## config.mk

```make
export PLATFORM = sky130hd
export DESIGN_NAME = uart_boot_loader
export DESIGN_NICKNAME = d
export VERILOG_FILES = /design/src/rtl/uart_boot_loader.sv
export SDC_FILE = /design/constraint.sdc
export NUM_CORES = 1
export LEC_CHECK = 0
export CAP_MARGIN = 20
export CORE_UTILIZATION = 57
export DETAILED_ROUTE_END_ITERATION = 6
export PLACE_DENSITY_LB_ADDON = 0.25
export RECOVER_POWER = 50
export SYNTH_ARGS = -nofsm -noshare
export SYNTH_HDL_FRONTEND = slang
export SYNTH_SLANG_ARGS = --single-unit
```

## constraint.sdc

```tcl
create_clock -name i_clk -period 2.8 [get_ports i_clk]
set_input_delay 0.56 -clock i_clk [delete_from_list [all_inputs] [get_ports i_clk]]
set_output_delay 0.56 -clock i_clk [all_outputs]
set_load 0.02 [all_outputs]
```

## src/rtl/uart_boot_loader.sv

```systemverilog
// Purpose: receives a framed program image over UART, writes it into instruction memory and holds the core in reset until the checksum verifies.
// Latency: each memory write strobes one cycle after the stop bit of a word's 4th byte is sampled; o_done rises one cycle after the CHK stop bit is sampled.
// Backpressure: none; the UART sets the pace and the memory port must take one write per strobe.
// Ports: i_clk/i_reset_n (sync, active-low), i_rx (async UART line, idle high),
//        o_imemWrEn/o_imemAddr/o_imemWrData (instruction-memory write port),
//        o_core_reset_n (core reset), o_busy/o_done/o_error (loader status).
module uart_boot_loader #(
   parameter int          CLKS_PER_BIT = 868,
   parameter int          ADDR_WIDTH   = 10,
   parameter logic [7:0]  MAGIC        = 8'hB5,
   parameter logic [31:0] BASE_ADDR    = 32'h0000_0000
) (
   input  logic        i_clk,
   input  logic        i_reset_n,
   input  logic        i_rx,
   output logic        o_imemWrEn,
   output logic [31:0] o_imemAddr,
   output logic [31:0] o_imemWrData,
   output logic        o_core_reset_n,
   output logic        o_busy,
   output logic        o_done,
   output logic        o_error
);

   localparam int              CW        = $clog2(CLKS_PER_BIT);
   localparam logic [CW-1:0]   CNT_FULL  = CW'(CLKS_PER_BIT - 1);
   localparam logic [CW-1:0]   CNT_HALF  = CW'(CLKS_PER_BIT / 2 - 1);
   localparam logic [31:0]     MAX_WORDS = 32'd1 << ADDR_WIDTH;

   // ---------------- RX front end ----------------
   typedef enum logic [1:0] {RX_IDLE, RX_START, RX_DATA, RX_STOP} rx_state_t;

   rx_state_t     rx_state, rx_state_nxt;
   logic          rx_s1, rx_s2, rx_d;
   logic [CW-1:0] clk_cnt, clk_cnt_nxt;
   logic [2:0]    bit_idx, bit_idx_nxt;
   logic [7:0]    rx_shift, rx_shift_nxt;
   logic          byte_valid, frame_err;

   // rx_d is a third tap used only for edge detection, so a stop bit that
   // was held low does not immediately look like a new start bit.
   always_ff @(posedge i_clk) begin
      if (!i_reset_n) begin
         rx_s1    <= 1'b1;
         rx_s2    <= 1'b1;
         rx_d     <= 1'b1;
         rx_state <= RX_IDLE;
         clk_cnt  <= '0;
         bit_idx  <= '0;
         rx_shift <= '0;
      end else begin
         rx_s1    <= i_rx;
         rx_s2    <= rx_s1;
         rx_d     <= rx_s2;
         rx_state <= rx_state_nxt;
         clk_cnt  <= clk_cnt_nxt;
         bit_idx  <= bit_idx_nxt;
         rx_shift <= rx_shift_nxt;
      end
   end

   always_comb begin
      rx_state_nxt = rx_state;
      clk_cnt_nxt  = clk_cnt;
      bit_idx_nxt  = bit_idx;
      rx_shift_nxt = rx_shift;
      byte_valid   = 1'b0;
      frame_err    = 1'b0;
      case (rx_state)
         RX_IDLE: begin
            clk_cnt_nxt = '0;
            if (rx_d && !rx_s2) rx_state_nxt = RX_START;
         end
         RX_START: begin
            if (clk_cnt == CNT_HALF) begin
               // Line back high at mid start bit: glitch, not a byte.
               clk_cnt_nxt  = '0;
               bit_idx_nxt  = '0;
               rx_state_nxt = rx_s2 ? RX_IDLE : RX_DATA;
            end else begin
               clk_cnt_nxt = clk_cnt + 1'b1;
            end
         end
         RX_DATA: begin
            if (clk_cnt == CNT_FULL) begin
               clk_cnt_nxt  = '0;
               rx_shift_nxt = {rx_s2, rx_shift[7:1]};
               bit_idx_nxt  = bit_idx + 3'd1;
               if (bit_idx == 3'd7) rx_state_nxt = RX_STOP;
            end else begin
               clk_cnt_nxt = clk_cnt + 1'b1;
            end
         end
         RX_STOP: begin
            if (clk_cnt == CNT_FULL) begin
               clk_cnt_nxt  = '0;
               rx_state_nxt = RX_IDLE;
               byte_valid   = rx_s2;
               frame_err    = !rx_s2;
            end else begin
               clk_cnt_nxt = clk_cnt + 1'b1;
            end
         end
         default: rx_state_nxt = RX_IDLE;
      endcase
   end

   // ---------------- Loader ----------------
   typedef enum logic [2:0] {IDLE, LEN0, LEN1, DATA, CHECK, DONE, ERROR} ld_state_t;

   ld_state_t   ld_state, ld_state_nxt;
   logic [7:0]  len_lo, len_lo_nxt;
   logic [15:0] len, len_nxt;
   logic [15:0] idx, idx_nxt;
   logic [1:0]  lane, lane_nxt;
   logic [23:0] word, word_nxt;    // lanes 0..2; lane 3 arrives with the write
   logic [7:0]  chk, chk_nxt;
   logic        wr_en, wr_en_nxt;
   logic [31:0] wr_addr, wr_addr_nxt;
   logic [31:0] wr_data, wr_data_nxt;
   logic [15:0] n_words;

   assign n_words = {rx_shift, len_lo};

   always_ff @(posedge i_clk) begin
      if (!i_reset_n) begin
         ld_state <= IDLE;
         len_lo   <= '0;
         len      <= '0;
         idx      <= '0;
         lane     <= '0;
         word     <= '0;
         chk      <= '0;
         wr_en    <= 1'b0;
         wr_addr  <= BASE_ADDR;
         wr_data  <= '0;
      end else begin
         ld_state <= ld_state_nxt;
         len_lo   <= len_lo_nxt;
         len      <= len_nxt;
         idx      <= idx_nxt;
         lane     <= lane_nxt;
         word     <= word_nxt;
         chk      <= chk_nxt;
         wr_en    <= wr_en_nxt;
         wr_addr  <= wr_addr_nxt;
         wr_data  <= wr_data_nxt;
      end
   end

   always_comb begin
      ld_state_nxt = ld_state;
      len_lo_nxt   = len_lo;
      len_nxt      = len;
      idx_nxt      = idx;
      lane_nxt     = lane;
      word_nxt     = word;
      chk_nxt      = chk;
      wr_en_nxt    = 1'b0;
      wr_addr_nxt  = wr_addr;
      wr_data_nxt  = wr_data;
      case (ld_state)
         // frame_err is ignored while waiting for a frame start.
         IDLE, ERROR: begin
            if (byte_valid && rx_shift == MAGIC) begin
               ld_state_nxt = LEN0;
               chk_nxt      = '0;
               idx_nxt      = '0;
               lane_nxt     = '0;
            end
         end
         LEN0: begin
            if (frame_err) begin
               ld_state_nxt = ERROR;
            end else if (byte_valid) begin
               len_lo_nxt   = rx_shift;
               chk_nxt      = chk ^ rx_shift;
               ld_state_nxt = LEN1;
            end
         end
         LEN1: begin
            if (frame_err) begin
               ld_state_nxt = ERROR;
            end else if (byte_valid) begin
               len_nxt  = n_words;
               chk_nxt  = chk ^ rx_shift;
               idx_nxt  = '0;
               lane_nxt = '0;
               if ({16'd0, n_words} > MAX_WORDS) ld_state_nxt = ERROR;
               else if (n_words == 16'd0)        ld_state_nxt = CHECK;
               else                              ld_state_nxt = DATA;
            end
         end
         DATA: begin
            if (frame_err) begin
               ld_state_nxt = ERROR;
            end else if (byte_valid) begin
               chk_nxt  = chk ^ rx_shift;
               word_nxt = {rx_shift, word[23:8]};
               lane_nxt = lane + 2'd1;
               if (lane == 2'd3) begin
                  wr_en_nxt   = 1'b1;
                  wr_addr_nxt = BASE_ADDR + {14'd0, idx, 2'b00};
                  wr_data_nxt = {rx_shift, word};
                  idx_nxt     = idx + 16'd1;
                  if (idx == len - 16'd1) ld_state_nxt = CHECK;
               end
            end
         end
         CHECK: begin
            if (frame_err) begin
               ld_state_nxt = ERROR;
            end else if (byte_valid) begin
               ld_state_nxt = (rx_shift == chk) ? DONE : ERROR;
            end
         end
         DONE: ld_state_nxt = DONE;   // sticky until reset; UART free for reuse
         default: ld_state_nxt = IDLE;
      endcase
   end

   assign o_imemWrEn     = wr_en;
   assign o_imemAddr     = wr_addr;
   assign o_imemWrData   = wr_data;
   assign o_done         = (ld_state == DONE);
   assign o_core_reset_n = (ld_state == DONE);
   assign o_error        = (ld_state == ERROR);
   assign o_busy         = ld_state inside {LEN0, LEN1, DATA, CHECK};

endmodule

```

* Word level (Yosys, flattened, before mapping)
Cells that the tools add are included.
** Word-level totals
- Register bits after elaboration :: 152
- Input bits :: 3
- Output and inout bits :: 69
- Logic and storage cells :: 138
** Operators by class
- Add/subtract/negate cells :: 5
- Order comparisons :: 1
- Equal/unequal tests :: 35
- Multiplexer cells :: 50
- Bitwise gates (word level) :: 5
- Reductions and logical operators :: 25
** Operators by type and width (number)
- $mux 16 :: 6
- $pmux 16 s3 :: 1
- $mux 3 :: 15
- $pmux 10 s3 :: 1
- $mux 2 :: 12
- $mux 8 :: 3
- $ne 2x2->1 const B :: 12
- $mux 10 :: 2
- $ne 3x3->1 const B :: 6
- $pmux 3 s6 :: 1
- $add 16x1->16 const B :: 1
- $eq 16x16->1 :: 1
- $gt 16x11->1 const B :: 1
- $logic_not 16->1 :: 1
- $pmux 8 s2 :: 1
- $sub 16x1->16 const B :: 1
- $reduce_and 7->1 :: 2
- $eq 3x3->1 const B :: 4
- $reduce_and 3->1 :: 4
- $add 10x1->10 const B :: 1
- $eq 10x10->1 const B :: 1
- $eq 10x9->1 const B :: 1
- $eq 8x8->1 :: 1
- $eq 8x8->1 const B :: 1
- 27 further kinds :: 41

* Longest topological paths before layout
Gate-level depths: netlist of the first run.
- Word-level depth :: 7
- Gate-level depth with buffers :: 10
- Gate-level depth less buffers :: 9

* Least setup slack after synthesis of the first run
Ideal clock, no wire load.
- Kind :: register to register
- Start point :: register clk_cnt[0]
- End point :: register idx[13]
- Library setup time :: 0.072 ns
- Arrival time :: 2.353 ns
- Data required time :: 2.728 ns
- Setup slack :: 0.375 ns
- Cell stages (with the launch flop) :: 10
- Path through :: dfxtp_1 -> ha_1 -> and4bb_1 -> nand3_1 -> nor2_1 -> nand2_1 -> or4b_1 -> buf_2 -> or3_1 -> a21oi_1
** Between the ends
- Longest elaborated chain between the ends :: 6
** RTL lines
- from (decl) :: line 35 : logic [CW-1:0] clk_cnt, clk_cnt_nxt;
- from (signal assigned) :: line 56 : clk_cnt <= clk_cnt_nxt;
- $eq 10x10->1 * :: line 95 : if (clk_cnt == CNT_FULL) begin
- $mux 1 :: line 95
- $mux 1 :: line 69 : case (rx_state)
- $logic_and 1x1->1 :: line 165 : if (byte_valid && rx_shift == MAGIC) begin
- $ne 2x2->1 (no source line)
- $reduce_and 7->1 (no source line) *
- to (signal assigned) :: line 141 : idx <= idx_nxt;
- to (decl) :: line 114 : logic [15:0] idx, idx_nxt;
Mark *: on every way between the ends. The rest lies on a longest branch, timed or not.
A chain may end at the register's enable or synchronous reset.

* Worst setup path in the final report of the first run
- Start point :: register ld_state[0]
- End point :: output o_done
** Between the ends
- Longest elaborated chain between the ends :: 1
** RTL lines
- from (decl) :: line 111 : ld_state_t ld_state, ld_state_nxt;
- from (signal assigned) :: line 138 : ld_state <= ld_state_nxt;
- $eq 3x3->1 :: line 225 : assign o_done = (ld_state == DONE);
- to (decl) :: line 21 : output logic o_done,
Every way passes these cells.

==> results of run 1 <==
cells by family (layout without fill, tap and decap cells):
| family | count (synthesis) | in the layout |
|---|---|---|
| other | 1 | 16 |
| DFF | 152 | 152 |
| buffers and inverters | 87 | 124 |
| and+or+nand+nor | 407 | 407 |
| AOI/OAI and AO/OA | 172 | 172 |
| adders and majority gates | 10 | 10 |
| muxes | 2 | 2 |
| xor gates and xnor gates | 51 | 51 |
cell type report:
type                       count  area (µm²)
timing repair buffer          83         758
clock buffer                  22         494
fill                         929        3460
sequential                   152        3040
multi-input combinational    658        3470
tap                          143         179
clock inverter                 9         116
inverter                      10        38.8
critical path: stages (launching register included):
cell	delay (ns)
dfxtp_2	0.51
nor2b_1	0.33
nand2_1	0.12
inv_1	0.09
clkdlybuf4s50_1	0.61
layer usage:
metal	part of all wire	vias to the layer above	GRT usage
li1	-	3018	-
met1	0.42	2910	0.340
met2	0.50	231	0.477
met3	0.062	33	0.0495
met4	0.021	0	0.116
met5	0	-	0
cells in the final DEF (no fill, tap or decap), types with 17 or more instances in the layout:
cell / Yosys / final
nor2_1: 56 / 55
clkbuf_16: 0 / 17
dlygate4sd3_1: 0 / 50
xnor2_1: 28 / 28
a21oi_1: 126 / 126
nand2_1: 240 / 240
dfxtp_1: 152 / 151
buf_4: 18 / 22
o21ai_0: 18 / 19
xor2_1: 23 / 23
how the worst max path moves through the flow:
| stage | start | endpoint | slack [ns] | depth (start not counted) |
|---|---|---|---|---|
| after floorplan | clk_cnt[0]$_SDFF_PN0_ | idx[13]$_SDFFE_PN0P_ | 0.38 | 9 |
| after global placement | len[0]$_SDFFE_PN0P_ | ld_state[0]$_SDFFE_PN0P_ | 0.21 | 9 |
| after detailed placement | len[0]$_SDFFE_PN0P_ | ld_state[0]$_SDFFE_PN0P_ | 0.06 | 9 |
| after CTS | ld_state[0]$_SDFFE_PN0P_ | o_done | 0.002 | 4 |
| after global routing | clk_cnt[0]$_SDFF_PN0_ | idx[13]$_SDFFE_PN0P_ | 0.02 | 8 |
| final | ld_state[0]$_SDFFE_PN0P_ | o_done | 0.16 | 4 |
registers in the layout, summed over array words and instances (netlist names), named ones only:
register	flops
lane	2
rx_d	1
rx_shift	8
clk_cnt	10
word	24
idx	16
len_lo	8
rx_state	1
ld_state	3
o_imemWrEn	1
o_imemWrData	32
chk	8
bit_idx	3
o_imemAddr	16
rx_s2	1
len	16
rx_s1	1
power by group through the flow:
stage / logic [µW] / registers [µW] / clock network (µW)
after floorplan: 72.0 / 2210 / 0
after global placement: 64.5 / 2220 / 0
after detailed placement: 65.2 / 2220 / 0
after CTS: 65.7 / 2170 / 2320
after global routing: 70.0 / 2170 / 2400
final: 65.1 / 2170 / 2300
metrics by stage:
stage          power, µW  cells
6_report            4530   1077
5_1_grt             4640   1077
4_1_cts             4550   1077
3_5_place_dp        2280   1046
3_3_place_gp        2280   1046
2_1_floorplan       2290    897
==> results.cfg, run 1 <==
[global_route]
grt_max_degree = 90
grt_overflow = 0
grt_pass1_vias = 5812
antenna_found_initial = 0
grt_pass1_wl_um = 27700
track_usage = 0.277

[worst_setup_path]
path_class = flip-flop to output pin
r2r_setup_slack_ns = 0.16
cp.arrival_ns = 2.08
r2r-end = ld_state[0]$_SDFFE_PN0P_
cp.required_ns = 2.24
cp_max_fo = 18
startpoint_type = flip-flop
rr_startpoint = len[0]$_SDFFE_PN0P_
r2r_cells = 9
crit_path_end_kind = output pin

[clock_tree]
cts_tree = built
cts_setup_buffers = 0
hold_buffers = 0
clkTransAtPathRegs_ns = 0.06
numCtsBuffers = 17
cts.repair.resized = 0
htree_num_levels = 4
cts_root_buffer = clkbuf_16
clock_path_buffers = 2
cts.sinks = 152
clk_latency_ns = 0.42

[sta]
period_share = 0.943
period_needed_ns = 2.64
hold_ws_ns = 0.412
relSlewSlack = 0.400
timing.setup.tns_ns = 0
rsz0062_at_grt = no
setup_viol = 0
worstMarginPinSlew_ns = 0.899
max_freq_mhz = 379
worst_slack_ns = 0.160
drv_slew = 0
skew_ns = 0.00644
hold_viol_final = 0

[logic_synthesis]
ys_seq_area_frac = 0.444
syn_avg_cell_area_um2 = 7.77
muxShareOfSynthArea = 0.00292
synth_top_cell_by_area = dfxtp_1
synth-compound-area-share = 0.138
synth_warnings = 0
synth_top_family_by_area = simple AND/OR/NAND/NOR gates
synth_edf_count = 0
ys.flop_type = dfxtp_1
synth-xor-area-share = 0.0652
synth_most_common_cell = nand2_1
synthSimpleGateAreaFrac = 0.273
synthCells = 882
yosys.area_share.adder = 0.0177
synth_top_cells_by_count = nand2_1, dfxtp_1, a21oi_1
yosysTopAreaCellShare = 0.444
async_reset_ff_frac = 0
ys_seq_elements = 152
synthTopCellsByArea = dfxtp_1, nand2_1, a21oi_1
synth_area_um2 = 6850
ys_types = 62

[floorplan]
core-area_um2 = 11600
die_x_um = 112
core.rowCount = 39
die_h_um = 112
start_util = 0.592
ios = 72
dieArea_um2 = 12500

[layout]
fin_util = 0.701
drive_above_1_share = 0.0792
antennaDiodeCount = 0
final_cell_area_um2 = 8100
area_growth_pct = 18.3
fin_nets = 933

[status]
status = finished, violations left
violations = DRC

[detailed_routing]
via_count = 6192
wl_um = 16900
drt_pass1_iterations = 7
routed_via_density = 5.75
ant_nets = 0
drc = 3
wire_per_inst_um = 15.7
drtIter0Drc = 619

[power]
internal_power_uw = 3600
netSwitchingPower_uw = 931
seq_power_share = 0.479
peakVddDrop_uv = 509
switching_share = 0.205
p_leak_uw = 0.00303
p_clk_frac = 0.507
power.density_nw_per_um2 = 560
combPwrFrac = 0.014

[place]
dpl_cell_area_um2 = 7500
io_buffers = 55
gp_congestion = 0.894
pre_cts_ws_ns = 0.0624
hpwlAfterDp_um = 11300

[flow_run]
maxCapViolCount = 0

[hold_path]
min_from = rx_s1$_SDFF_PN1_
min_to = rx_s2$_SDFF_PN1_
min_path_type = flip-flop to flip-flop
hold_depth = 1
No activity file was read; power rests on OpenSTA's default activity.
==> inputs of run 2 (changes only) <==
Settings changed: CORE_UTILIZATION 57 to 50.
Clock period 2.8 ns to 2.7 ns, I/O delays scaled along.
==> results.cfg, run 2 (synthesis gave the netlist of run 1 again) <==
[sta]
timing.setup.tns_ns = 0
worstMarginPinSlew_ns = 0.593
max_freq_mhz = 397
relSlewSlack = 0.605
period_needed_ns = 2.52
period_share = 0.932
setup_viol = 0
rsz0062_at_grt = no
drv_slew = 0
skew_ns = 0.00710
worst_slack_ns = 0.183
hold_viol_final = 0

[detailed_routing]
drtIter0Drc = 454
ant_nets = 0
routed_via_density = 5.41
via_count = 6028
drc = 0
drt_pass1_iterations = 5
wl_um = 16200
wire_per_inst_um = 14.5

[floorplan]
dieArea_um2 = 14200
die_x_um = 119
core-area_um2 = 13300
die_h_um = 119
start_util = 0.515
ios = 72
core.rowCount = 42

[global_route]
grt_pass1_vias = 5465
grt_overflow = 0
grt_max_degree = 74
antenna_found_initial = 0
track_usage = 0.239
grt_pass1_wl_um = 27000

[layout]
largest_reg_flops = 32
final_cell_area_um2 = 8150
fin_cells = 1114
drive_above_1_share = 0.0842
antennaDiodeCount = 0
fin_nets = 936
area_growth_pct = 19.0
final_cell_mix = nand2_1, dfxtp_1, a21oi_1
final_common_cell = nand2_1

[worst_setup_path]
rr_startpoint = len[0]$_SDFFE_PN0P_
r2r-end = ld_state[0]$_SDFFE_PN0P_
critPathBufInv = 3
path_cells = buf_4 -> nor2b_1 -> nand2_1 -> inv_1 -> clkdlybuf4s50_1
cpPeakStageDelay_ns = 0.60
cp.required_ns = 2.16
path_class = flip-flop to output pin
r2r_setup_slack_ns = 0.19
cp.arrival_ns = 1.98
path_delay_family = buffers and inverters
r2r_cells = 8
slowest_stage = clkdlybuf4s50_1
crit_path_end_kind = output pin
cp_max_fo = 11
startpoint_type = flip-flop

[clock_tree]
clk_latency_ns = 0.43
cts_setup_buffers = 0
cts.sinks = 152
clock_path_buffers = 2
cts_tree = built
htree_num_levels = 4
clkTransAtPathRegs_ns = 0.07
cts_root_buffer = clkbuf_16
numCtsBuffers = 17

[place]
pre_cts_ws_ns = 0.154
io_buffers = 55
dpl_cell_area_um2 = 7580
hpwlAfterDp_um = 10700
gp_congestion = 0.847
dp_cells = 1082

[hold_path]
hold_depth = 1
min_path_type = flip-flop to flip-flop
min_from = rx_s1$_SDFF_PN1_
min_to = rx_s2$_SDFF_PN1_

[flow_run]
maxCapViolCount = 0

[power]
p_leak_uw = 0.00303
power.density_nw_per_um2 = 569
peakVddDrop_uv = 453
power_uw = 4640

[status]
status = finished, final reports clean
-- run 2: timing repair --
item	4_1_cts	5_1_grt
setup endpoints to repair	1	17
pin swaps	0	0
hold buffers	0	0
resized for setup	2	4
-- run 2: how the worst max path moves through the flow --
stage,cells after the start,startpoint,slack [ns],endpoint
final,5,ld_state[1]$_SDFFE_PN0P_,0.18,o_done
after global routing,9,len[0]$_SDFFE_PN0P_,0.03,ld_state[0]$_SDFFE_PN0P_
after CTS,4,ld_state[0]$_SDFFE_PN0P_,0.06,o_done
after detailed placement,8,clk_cnt[0]$_SDFF_PN0_,0.15,idx[9]$_SDFFE_PN0P_
after global placement,9,len[0]$_SDFFE_PN0P_,0.16,ld_state[0]$_SDFFE_PN0P_
after floorplan,9,clk_cnt[0]$_SDFF_PN0_,0.28,idx[13]$_SDFFE_PN0P_
-- run 2: final cells by class --
| type | instances | area, µm² |
|---|---|---|
| inverters | 10 | 38.8 |
| fillers | 1161 | 5140 |
| repair buffers | 86 | 793 |
| well taps | 176 | 220 |
| flip-flops and latches | 152 | 3050 |
| multi-input cells | 658 | 3480 |
| clock buffers | 18 | 439 |
| clock inverters | 14 | 139 |
-- run 2: stage by stage --
| stage | util | hold slack [ns] |
|---|---|---|
| 2_1_floorplan | - | 0.386 |
| 6_report | 0.613 | 0.422 |
| 3_3_place_gp | 0.570 | 0.392 |
| 4_1_cts | 0.614 | 0.425 |
| 5_1_grt | 0.613 | 0.441 |
| 3_5_place_dp | 0.570 | 0.409 |
-- run 2: layer usage --
| layer | up-vias | GRT usage | wire length, µm |
|---|---|---|---|
| met5 | - | 0 | 0 |
| met4 | 0 | 0.106 | 382 |
| met3 | 36 | 0.0512 | 581 |
| met2 | 145 | 0.386 | 7690 |
| met1 | 2822 | 0.305 | 7500 |
| li1 | 3025 | - | - |
-- run 2: power breakdown --
group / total, µW / internal [µW] / switching, µW
Combinational: 72.7 / 12.7 / 60.0
Sequential: 2250 / 2240 / 4.69
Clock: 2320 / 1310 / 1000
-- run 2: worst reg2reg max path, delay by kind of cell, from the launching register on --
family          cells  cell delay (ns)
compound gates      3             0.49
simple gates        3             1.30
fa+ha+maj           1             0.19
buf+inv             1             0.08
flops               1             0.34
==> inputs of run 3 (changes only) <==
Settings changed: GPL_ROUTABILITY_DRIVEN set to 0.
==> results.cfg, run 3 (synthesis gave the netlist of run 1 again) <==
[clock_tree]
clk_latency_ns = 0.42
cts_root_buffer = clkbuf_16
numCtsBuffers = 17
clock_path_buffers = 2
cts_tree = built
htree_num_levels = 4
cts.sinks = 152
clkTransAtPathRegs_ns = 0.06
hold_buffers = 0

[detailed_routing]
routed_via_density = 5.34
drt_pass1_iterations = 7
wl_um = 15800
drc = 0
ant_nets = 0
wire_per_inst_um = 14.2
drtIter0Drc = 508
via_count = 5959

[floorplan]
start_util = 0.515
die_x_um = 119
dieArea_um2 = 14200
die_h_um = 119
core-area_um2 = 13300
ios = 72
core.rowCount = 42

[layout]
largest_reg_flops = 32
fin_nets = 937
multi_input_comb_area_um2 = 3480
antennaDiodeCount = 0
final_cell_mix = nand2_1, dfxtp_1, a21oi_1
drive_above_1_share = 0.0841
final.fill_count = 1181
regArea_um2 = 3040
area_growth_pct = 19.3
fin_util = 0.615
final_common_cell = nand2_1
fin_cells = 1115

[worst_setup_path]
critPathBufInv = 2
cp.arrival_ns = 1.95
cpPeakStageDelay_ns = 0.60
slowest_stage = clkdlybuf4s50_1
cp.required_ns = 2.16
rr_startpoint = clk_cnt[0]$_SDFF_PN0_
crit_path_end_kind = output pin
path_delay_family = buffers and inverters
crit_start = ld_state[0]$_SDFFE_PN0P_
startpoint_type = flip-flop
path_class = flip-flop to output pin
cp_max_fo = 9
path_cells = nor2b_2 -> nand2_1 -> inv_1 -> clkdlybuf4s50_1

[global_route]
grt_overflow = 0
antenna_found_initial = 0
grt_pass1_wl_um = 27200
track_usage = 0.236
grt_pass1_vias = 5554
grt_max_degree = 70

[place]
pre_cts_ws_ns = 0.134
hpwlAfterDp_um = 10500
io_buffers = 55
dp_cells = 1083

[power]
p_leak_uw = 0.00304
power.density_nw_per_um2 = 569
peakVddDrop_uv = 448

[sta]
timing.setup.tns_ns = 0
period_share = 0.924
skew_ns = 0.00764
period_needed_ns = 2.49
drv_slew = 0
worstMarginPinSlew_ns = 0.619
max_freq_mhz = 401
setup_viol = 0
rsz0062_at_grt = no
worst_slack_ns = 0.206
hold_viol_final = 0
relSlewSlack = 0.587

[hold_path]
min_path_type = flip-flop to flip-flop
min_from = rx_s1$_SDFF_PN1_

[flow_run]
maxCapViolCount = 0

[status]
status = finished, final reports clean
[run 3: path summary, 6_finish.rpt]
check / cells past startpoint / slack [ns] / end
worst max-delay path: 4 / 0.21 / o_done
worst min-delay path: 1 / 0.41 / rx_s2$_SDFF_PN1_
worst max register to register: 9 / 0.22 / o_imemWrData[16]$_SDFFE_PN0P_
worst min register to register: 1 / 0.41 / rx_s2$_SDFF_PN1_
[run 3: what timing repair did]
| action | in CTS | in global routing |
|---|---|---|
| hold endpoints to repair | 0 | 0 |
| setup buffers | 0 | 0 |
| setup endpoints to repair | 0 | 36 |
| resized for setup | 0 | 6 |
[run 3: final cells by class]
class | count | share of cell area
flip-flops and latches | 152 | 0.372
clock inverters | 13 | 0.0165
clock buffers | 19 | 0.0554
well taps | 176 | 0.0269
multi-input cells | 658 | 0.426
inverters | 10 | 0.00475
repair buffers | 87 | 0.0981
[run 3: layer usage]
layer,global-route usage,wire (µm)
met2,0.391,7430
met5,0,0
met1,0.313,7630
met3,0.0474,575
met4,0.0585,142
[run 3: report_power, final]
group | switching, µW | internal [µW] | total, µW
combinational | 59.9 | 12.8 | 72.7
sequential | 4.66 | 2250 | 2250
clock | 979 | 1350 | 2330
total | 1040 | 3600 | 4650
[run 3: stage by stage]
| step | total power [µW] | hold slack, ns | cell area (µm²) |
|---|---|---|---|
| 4_1_cts | 4690 | 0.411 | 8180 |
| 3_5_place_dp | 2370 | 0.397 | 7590 |
| 6_report | 4650 | 0.406 | 8170 |
| 5_1_grt | 4790 | 0.429 | 8170 |
| 3_3_place_gp | 2370 | 0.391 | 7590 |
| 2_1_floorplan | 2370 | 0.386 | 6910 |
